--- config.mk ---
export PLATFORM = sky130hd
export DESIGN_NAME = uart_rx_oversampled_flat
export DESIGN_NICKNAME = d
export VERILOG_FILES = /design/src/rtl/uart_rx_oversampled_if.sv /design/src/rtl/uart_rx_oversampled.sv /design/src/flat_wrapper.sv
export SDC_FILE = /design/constraint.sdc
export NUM_CORES = 1
export LEC_CHECK = 0
export ABC_AREA = 1
export ABC_CLOCK_PERIOD_IN_PS = 3600
export CAP_MARGIN = 20
export CORE_UTILIZATION = 59
export DETAILED_ROUTE_END_ITERATION = 8
export HOLD_SLACK_MARGIN = 0.12
export PLACE_DENSITY = 0.85
export SETUP_SLACK_MARGIN = 0.05
export SYNTH_ARGS = -nofsm -noshare
export SYNTH_HDL_FRONTEND = slang
export SYNTH_SLANG_ARGS = --single-unit
--- constraint.sdc ---
create_clock -name clk -period 3.6 [get_ports clk]
set_clock_uncertainty 0.1 [all_clocks]
set_input_delay 0.72 -clock clk [delete_from_list [all_inputs] [get_ports clk]]
set_output_delay 0.72 -clock clk [all_outputs]
set_load 0.02 [all_outputs]
--- src/rtl/uart_rx_oversampled_if.sv ---
// Receiver-side signal bundle: serial line and tick in, received word and status out.
// master drives the line and tick; slave is the receiver.
interface uart_rx_oversampled_if #(
    parameter int DBIT = 8
);
    logic            rx;
    logic            s_tick;
    logic [DBIT-1:0] rx_dout;
    logic            rx_done_tick;
    logic            framing_err;

    modport master (
        output rx,
        output s_tick,
        input  rx_dout,
        input  rx_done_tick,
        input  framing_err
    );

    modport slave (
        input  rx,
        input  s_tick,
        output rx_dout,
        output rx_done_tick,
        output framing_err
    );
endinterface

--- src/rtl/uart_rx_oversampled.sv ---
// UART receiver using a 16x oversampling tick; LSB-first data, configurable stop length.
//
// state | meaning
// IDLE  | line idle, waiting for a low level on the synchronised line
// START | counting to the middle of the start bit, rejecting glitches
// DATA  | sampling DBIT data bits at their centres
// STOP  | sampling the first stop bit, then waiting out SB_TICK ticks
module uart_rx_oversampled #(
    parameter int DBIT    = 8,
    parameter int SB_TICK = 16
) (
    input  logic                  clk,
    input  logic                  reset_n,
    uart_rx_oversampled_if.slave  bus
);
    localparam int NW = (DBIT > 1) ? $clog2(DBIT) : 1;

    typedef enum logic [1:0] {IDLE, START, DATA, STOP} state_t;

    state_t          state, state_next;
    logic            rx_meta, rx_s;
    logic [4:0]      s_cnt, s_cnt_next;
    logic [NW-1:0]   n_cnt, n_cnt_next;
    logic [DBIT-1:0] shift, shift_next;
    logic [DBIT-1:0] dout, dout_next;
    logic            stop_bit, stop_bit_next;
    logic            ferr, ferr_next;
    logic            done, done_next;

    logic mid_tick, bit_tick, stop_end, last_data;

    assign mid_tick  = bus.s_tick && (s_cnt == 5'd7);
    assign bit_tick  = bus.s_tick && (s_cnt == 5'd15);
    assign stop_end  = bus.s_tick && (s_cnt == 5'(SB_TICK - 1));
    assign last_data = (n_cnt == NW'(DBIT - 1));

    // Synchroniser resets to the idle level so reset never looks like a start bit.
    always_ff @(posedge clk or negedge reset_n) begin
        if (!reset_n) begin
            rx_meta <= 1'b1;
            rx_s    <= 1'b1;
        end else begin
            rx_meta <= bus.rx;
            rx_s    <= rx_meta;
        end
    end

    always_ff @(posedge clk or negedge reset_n) begin
        if (!reset_n) begin
            state    <= IDLE;
            s_cnt    <= '0;
            n_cnt    <= '0;
            shift    <= '0;
            dout     <= '0;
            stop_bit <= 1'b0;
            ferr     <= 1'b0;
            done     <= 1'b0;
        end else begin
            state    <= state_next;
            s_cnt    <= s_cnt_next;
            n_cnt    <= n_cnt_next;
            shift    <= shift_next;
            dout     <= dout_next;
            stop_bit <= stop_bit_next;
            ferr     <= ferr_next;
            done     <= done_next;
        end
    end

    always_comb begin
        state_next = state;
        case (state)
            IDLE:  if (!rx_s)                  state_next = START;
            START: if (mid_tick)               state_next = rx_s ? IDLE : DATA;
            DATA:  if (bit_tick && last_data)  state_next = STOP;
            STOP:  if (stop_end)               state_next = IDLE;
            default:                           state_next = IDLE;
        endcase
    end

    always_comb begin
        s_cnt_next    = s_cnt;
        n_cnt_next    = n_cnt;
        shift_next    = shift;
        dout_next     = dout;
        stop_bit_next = stop_bit;
        ferr_next     = ferr;
        done_next     = 1'b0;
        case (state)
            IDLE: begin
                if (!rx_s) s_cnt_next = '0;
            end
            START: begin
                if (mid_tick) begin
                    s_cnt_next = '0;
                    n_cnt_next = '0;
                end else if (bus.s_tick) begin
                    s_cnt_next = s_cnt + 5'd1;
                end
            end
            DATA: begin
                if (bit_tick) begin
                    s_cnt_next = '0;
                    shift_next = {rx_s, shift[DBIT-1:1]};
                    if (!last_data) n_cnt_next = n_cnt + NW'(1);
                end else if (bus.s_tick) begin
                    s_cnt_next = s_cnt + 5'd1;
                end
            end
            STOP: begin
                // Stop level is captured mid-bit; the remaining ticks only pace the frame.
                if (mid_tick) stop_bit_next = rx_s;
                if (stop_end) begin
                    s_cnt_next = '0;
                    dout_next  = shift;
                    ferr_next  = ~stop_bit;
                    done_next  = 1'b1;
                end else if (bus.s_tick) begin
                    s_cnt_next = s_cnt + 5'd1;
                end
            end
            default: ;
        endcase
    end

    assign bus.rx_dout      = dout;
    assign bus.rx_done_tick = done;
    assign bus.framing_err  = ferr;
endmodule

--- src/flat_wrapper.sv ---
// flat-port wrapper written by rule: the top's interface ports become plain ports
module uart_rx_oversampled_flat 
#(
    parameter int DBIT    = 8,
    parameter int SB_TICK = 16
)
  (clk, reset_n, bus_rx, bus_s_tick, bus_rx_dout, bus_rx_done_tick, bus_framing_err);
  uart_rx_oversampled_if #(.DBIT(DBIT)) bus_i ();
  input  logic clk;
  input  logic reset_n;
  input wire logic [$bits(bus_i.rx)-1:0] bus_rx;
  input wire logic [$bits(bus_i.s_tick)-1:0] bus_s_tick;
  output wire logic [$bits(bus_i.rx_dout)-1:0] bus_rx_dout;
  output wire logic [$bits(bus_i.rx_done_tick)-1:0] bus_rx_done_tick;
  output wire logic [$bits(bus_i.framing_err)-1:0] bus_framing_err;
  assign bus_i.rx = bus_rx;
  assign bus_i.s_tick = bus_s_tick;
  assign bus_rx_dout = bus_i.rx_dout;
  assign bus_rx_done_tick = bus_i.rx_done_tick;
  assign bus_framing_err = bus_i.framing_err;
  uart_rx_oversampled #(.DBIT(DBIT), .SB_TICK(SB_TICK)) u_core (.clk(clk), .reset_n(reset_n), .bus(bus_i));
endmodule
Word-level counts from Yosys, hierarchy flattened
Cells that the tools add are included. Widths: inputs -> output; s select.

Bits in registers: 31. Latch bits: 0. Memory bits (writable): 0. ROM bits: 0. Input port bits: 4. Word-level logic and storage cells: 53. Memories kept: 0.

Add/sub/neg operators: 2. $mul: 0. Div/mod/pow operators: 0. Magnitude comparators: 0. Equal/unequal tests: 12. Shifts and indexed selects: 0. Mux-type cells: 17. Bitwise gates (word level): 1. Reductions and logical operators: 11.

Operators by type and width (number): $mux 5 (4); $pmux 5 s3 (1); $mux 2 (5); $mux 3 (3); $ne 2x1->1 const B (4); $pmux 2 s4 (1); $reduce_and 4->1 (2); $pmux 3 s2 (1); $reduce_and 2->1 (3); $add 5x1->5 const B (1); $eq 5x3->1 const B (1); $eq 5x4->1 const B (1); $eq 2x2->1 const B (2); $ne 2x2->1 const B (2); $add 3x1->3 const B (1); $eq 3x3->1 const B (1); $logic_and 1x1->1 (3); $eq 2x1->1 const B (1); $logic_not 2->1 (1); $mux 1 (2); $reduce_bool 2->1 (1); $reduce_or 2->1 (1); $not 1->1 (1).

Logic depth before layout (Yosys ltp)
Depth after elaboration: 5. Mapped depth: 10. Depth with buffers taken out: 10.

Worst setup path after synthesis
Ideal clock, no wire load.

Path kind: input to register. Start: input port bus_s_tick. End: register u_core.dout[0], in the netlist u_core.bus.rx_dout[0]. Arrival: 1.445 ns. Required time: 3.375 ns. Path slack: 1.930 ns. Stages: 4. Path buffers: 1. Cell sequence: buf_4 nand2_1 nor2_4 mux2_2.

Longest elaborated chain between the ends: 2.

Ends and longest elaborated chain: start: declaration (RTL line flat_wrapper.sv:12) `input wire logic [$bits(bus_i.s_tick)-1:0] bus_s_tick;`; $logic_and 1x1->1 (RTL line uart_rx_oversampled.sv:34) `assign stop_end = bus.s_tick && (s_cnt == 5'(SB_TICK - 1));`; $reduce_and 2->1 (no line); end signal: assignment (RTL line uart_rx_oversampled.sv:63) `dout <= dout_next;`; end: declaration (RTL line uart_rx_oversampled.sv:25) `logic [DBIT-1:0] dout, dout_next;`.

No other way between the ends. A chain may end at the register's enable or synchronous reset.

Final worst setup path
Start: input port bus_s_tick. End: register u_core.dout[5], in the netlist u_core.bus.rx_dout[5].

Same word-level chain as after synthesis.

==> results.py <==
metrics = {
    "clocking": {
        "numCtsBuffers": 5,
        "postCtsHoldBufs": 0,
        "ctsResizeCount": 0,
        "clock_latency_ps": 330,
        "cts_num_sinks": 31,
        "clockRootBuffer": "clkbuf_4",
        "post-cts-setup-buffers": 0,
        "cts_tree": "yes",
        "cts_buffer_depth": 2,
        "clk_pin_slew_ps": 80,
        "cts.htree.levels": 2,
    },
    "routing": {
        "vias_per_cell": 5.47,
        "vias": 1033,
        "drt_pass1_iterations": 4,
        "drt_wl_total_mm": 2.52,
        "drt-initial-drc-count": 26,
        "wl_per_cell_um": 13.3,
        "drc": 0,
        "drtAntennaViolNets": 0,
    },
    "floorplanning": {
        "die-area_sq_um": 2510,
        "rows": 17,
        "die-height_um": 50.1,
        "die_w_um": 50.1,
        "ios": 14,
        "start_util": 0.624,
        "core_sq_um": 2190,
    },
    "power": {
        "p_total_uw": 863,
        "p_int_uw": 587,
        "seqPwrFrac": 0.490,
        "clkPwrFrac": 0.294,
        "p_leak_nw": 0.803,
        "vdd_drop_max_v": 0.000345,
        "p_sw_uw": 276,
        "cellPowerDensity_nw_per_um2": 548,
        "comb_power_share": 0.216,
        "switching_share": 0.320,
    },
    "min_path": {
        "hp-class": "reg -> reg",
    },
    "sta": {
        "finalHoldViolations": 0,
        "clock.fmax_mhz": 455,
        "setup_tns_ps": 0,
        "fin_crit_sh": 0.610,
        "tightestPinTransition_ps": 639,
        "setup_viol": 0,
        "final_max_slew_viol_count": 0,
        "hold_ws_ps": 264,
        "min_period_ps": 2200,
        "slew_headroom": 0.573,
        "rsz0062_at_grt": "false",
    },
    "global_route": {
        "grt-ovfl-total": 0,
        "antenna_found_initial": 0,
        "grt_first_pass_wirelength_mm": 4.25,
        "grt_usage": 0.241,
        "grt_max_degree": 18,
        "grt_pass1_vias": 970,
    },
    "yosys": {
        "synth_nets": 152,
        "yosys_warnings": 0,
        "post_synth_num_cell_types": 24,
        "synth.avg_cell_area_sq_um": 9.50,
        "netlist_area_sq_um": 1370,
        "ys_seq_area_frac": 0.569,
        "postSynthCellCount": 144,
        "synth.ff_latch_count": 31,
    },
    "worst_setup_path": {
        "crit_buf_inv": 1,
        "worst-path-max-fanout": 15,
        "path_cells": "clkdlybuf4s50_1 -> nand2_1 -> nor2_4 -> mux2_2",
        "slowest_delay_ps": 650,
        "critPathLaunchType": "input pin",
        "worstSetupPathType": "in -> reg",
        "cp.required_ps": 3710,
        "cp.arrival_ps": 2300,
        "end_kind": "register",
        "crit_path_top_delay_cell": "clkdlybuf4s50_1",
        "timing.critical_path.max_delay_family": "buffers and inverters",
    },
    "place": {
        "hpwl_mm": 1.70,
        "numPortBuffers": 13,
        "place.gp.congestion": 0.919,
        "placed_area_sq_um": 1510,
    },
    "outcome": {
        "status": "complete, no violations",
    },
    "layout": {
        "syn_to_final_growth_pct": 15.3,
        "diodes": 0,
        "design_area_sq_um": 1580,
        "nFillCells": 163,
        "final_layout_size_suffix_gt1_frac": 0.124,
        "final_nets": 169,
    },
    "flow_run": {
        "maxCapViolCount": 0,
    },
}
==> cell usage after synthesis <==
master | n | share of area
a21oi_1 | 9 | 0.033
and3_1 | 1 | 0.0046
buf_2 | 1 | 0.0037
buf_4 | 1 | 0.0055
buf_6 | 2 | 0.016
dfrtp_1 | 29 | 0.53
dfstp_2 | 2 | 0.038
ha_1 | 4 | 0.037
inv_1 | 13 | 0.036
inv_2 | 1 | 0.0027
mux2_2 | 5 | 0.041
nand2_1 | 36 | 0.099
nand2_2 | 1 | 0.0046
nand3_1 | 6 | 0.022
nand3_2 | 1 | 0.0073
nand4_1 | 2 | 0.0091
nand4_2 | 1 | 0.0091
nor2_1 | 15 | 0.041
nor2_2 | 1 | 0.0046
nor2_4 | 1 | 0.0082
nor3_1 | 1 | 0.0037
o21ai_0 | 8 | 0.029
o21ai_1 | 2 | 0.0073
xnor2_1 | 1 | 0.0064
==> path summary, 6_finish.rpt <==
| check | start | endpoint | slack, ps | cells past startpoint |
|---|---|---|---|---|
| max reg2reg | u_core.s_cnt[1] | u_core.bus.rx_dout[5] | 1510 | 6 |
| max | bus_s_tick | u_core.bus.rx_dout[5] | 1400 | 4 |
| min in group asynchronous | reset_n | u_core.bus.rx_dout[7] | 680 | 1 |
| min reg2reg | u_core.rx_meta | u_core.rx_s | 260 | 0 |
| min | u_core.rx_meta | u_core.rx_s | 260 | 0 |
| max in group asynchronous | reset_n | u_core.s_cnt[2] | 2060 | 2 |
==> cells by family after synthesis <==
logic type	count (synthesis)	synth area share
AND/OR/NAND/NOR	66	0.213
flip-flops	31	0.569
AO/OA/AOI/OAI	19	0.0695
buffers and inverters	18	0.0640
multiplexers	5	0.0412
adder cells (fa/ha/maj)	4	0.0366
XOR/XNOR	1	0.00641
==> power by group through the flow <==
stage               combinational [mW]  clock [mW]  sequential, mW
global route                     0.212       0.273           0.428
finish                           0.186       0.254           0.423
global placement                 0.172           0           0.425
floorplan                        0.161           0           0.410
detailed placement               0.183           0           0.428
CTS                              0.184       0.261           0.421
==> cell type report <==
type	instances	area, sq um	share of cell area
Timing Repair Buffer	14	138	0.0873
Multi-Input combinational cell	95	502	0.318
Clock inverter	1	30.0	0.0190
Clock buffer	6	41.3	0.0262
Sequential cell	31	778	0.494
Inverter	14	52.6	0.0333
Tap cell	28	35.0	0.0222
==> cells in the final DEF, fill, tap and decap left out <==
cell type and count:
buf_4 1, o21ai_0 8, clkbuf_4 5, nor2_4 1, nand3_2 1, dfstp_2 2, clkdlybuf4s50_1 13, inv_1 13
inv_2 1, nor2_2 1, mux2_2 5, and3_1 1, o21ai_1 2, bufinv_16 1, nand4_1 2, nand2_1 36
nand4_2 1, clkbuf_1 1, dfrtp_1 29, nand3_1 6, xnor2_1 1, nor3_1 1, a21oi_1 9, nand2_2 1
ha_1 4, nor2_1 15
==> metal layers <==
| metal | vias to the layer above | track usage | wire, um |
|---|---|---|---|
| li1 | 499 | - | - |
| met1 | 473 | 0.295 | 1130 |
| met2 | 46 | 0.369 | 1140 |
| met3 | 15 | 0.0879 | 157 |
| met4 | 0 | 0.133 | 80 |
| met5 | - | 0 | 0 |
==> state kept, by name (all words and copies together) (netlist names), named ones only <==
| name | count |
|---|---|
| u_core.bus.framing_err | 1 |
| u_core.bus.rx_done_tick | 1 |
| u_core.bus.rx_dout | 8 |
| u_core.n_cnt | 3 |
| u_core.rx_meta | 1 |
| u_core.rx_s | 1 |
| u_core.s_cnt | 5 |
| u_core.shift | 8 |
| u_core.state | 1 |
| u_core.stop_bit | 1 |
==> worst reg2reg max path: stages, from the launching register on <==
cell and delay [ps]:
dfrtp_1 410, ha_1 210, and3_1 170, ha_1 200
nand2_1 150, nor2_4 340, mux2_2 390
==> through the flow <==
step                      std cells   util  setup slack (ps)
after floorplan                 144      -              1930
final                           189  0.720              1400
after global placement          182  0.687              1200
after global routing            189  0.720              1370
after CTS                       189  0.720              1450
after detailed placement        182  0.687              1150
(Power assumes the default switching activity.)
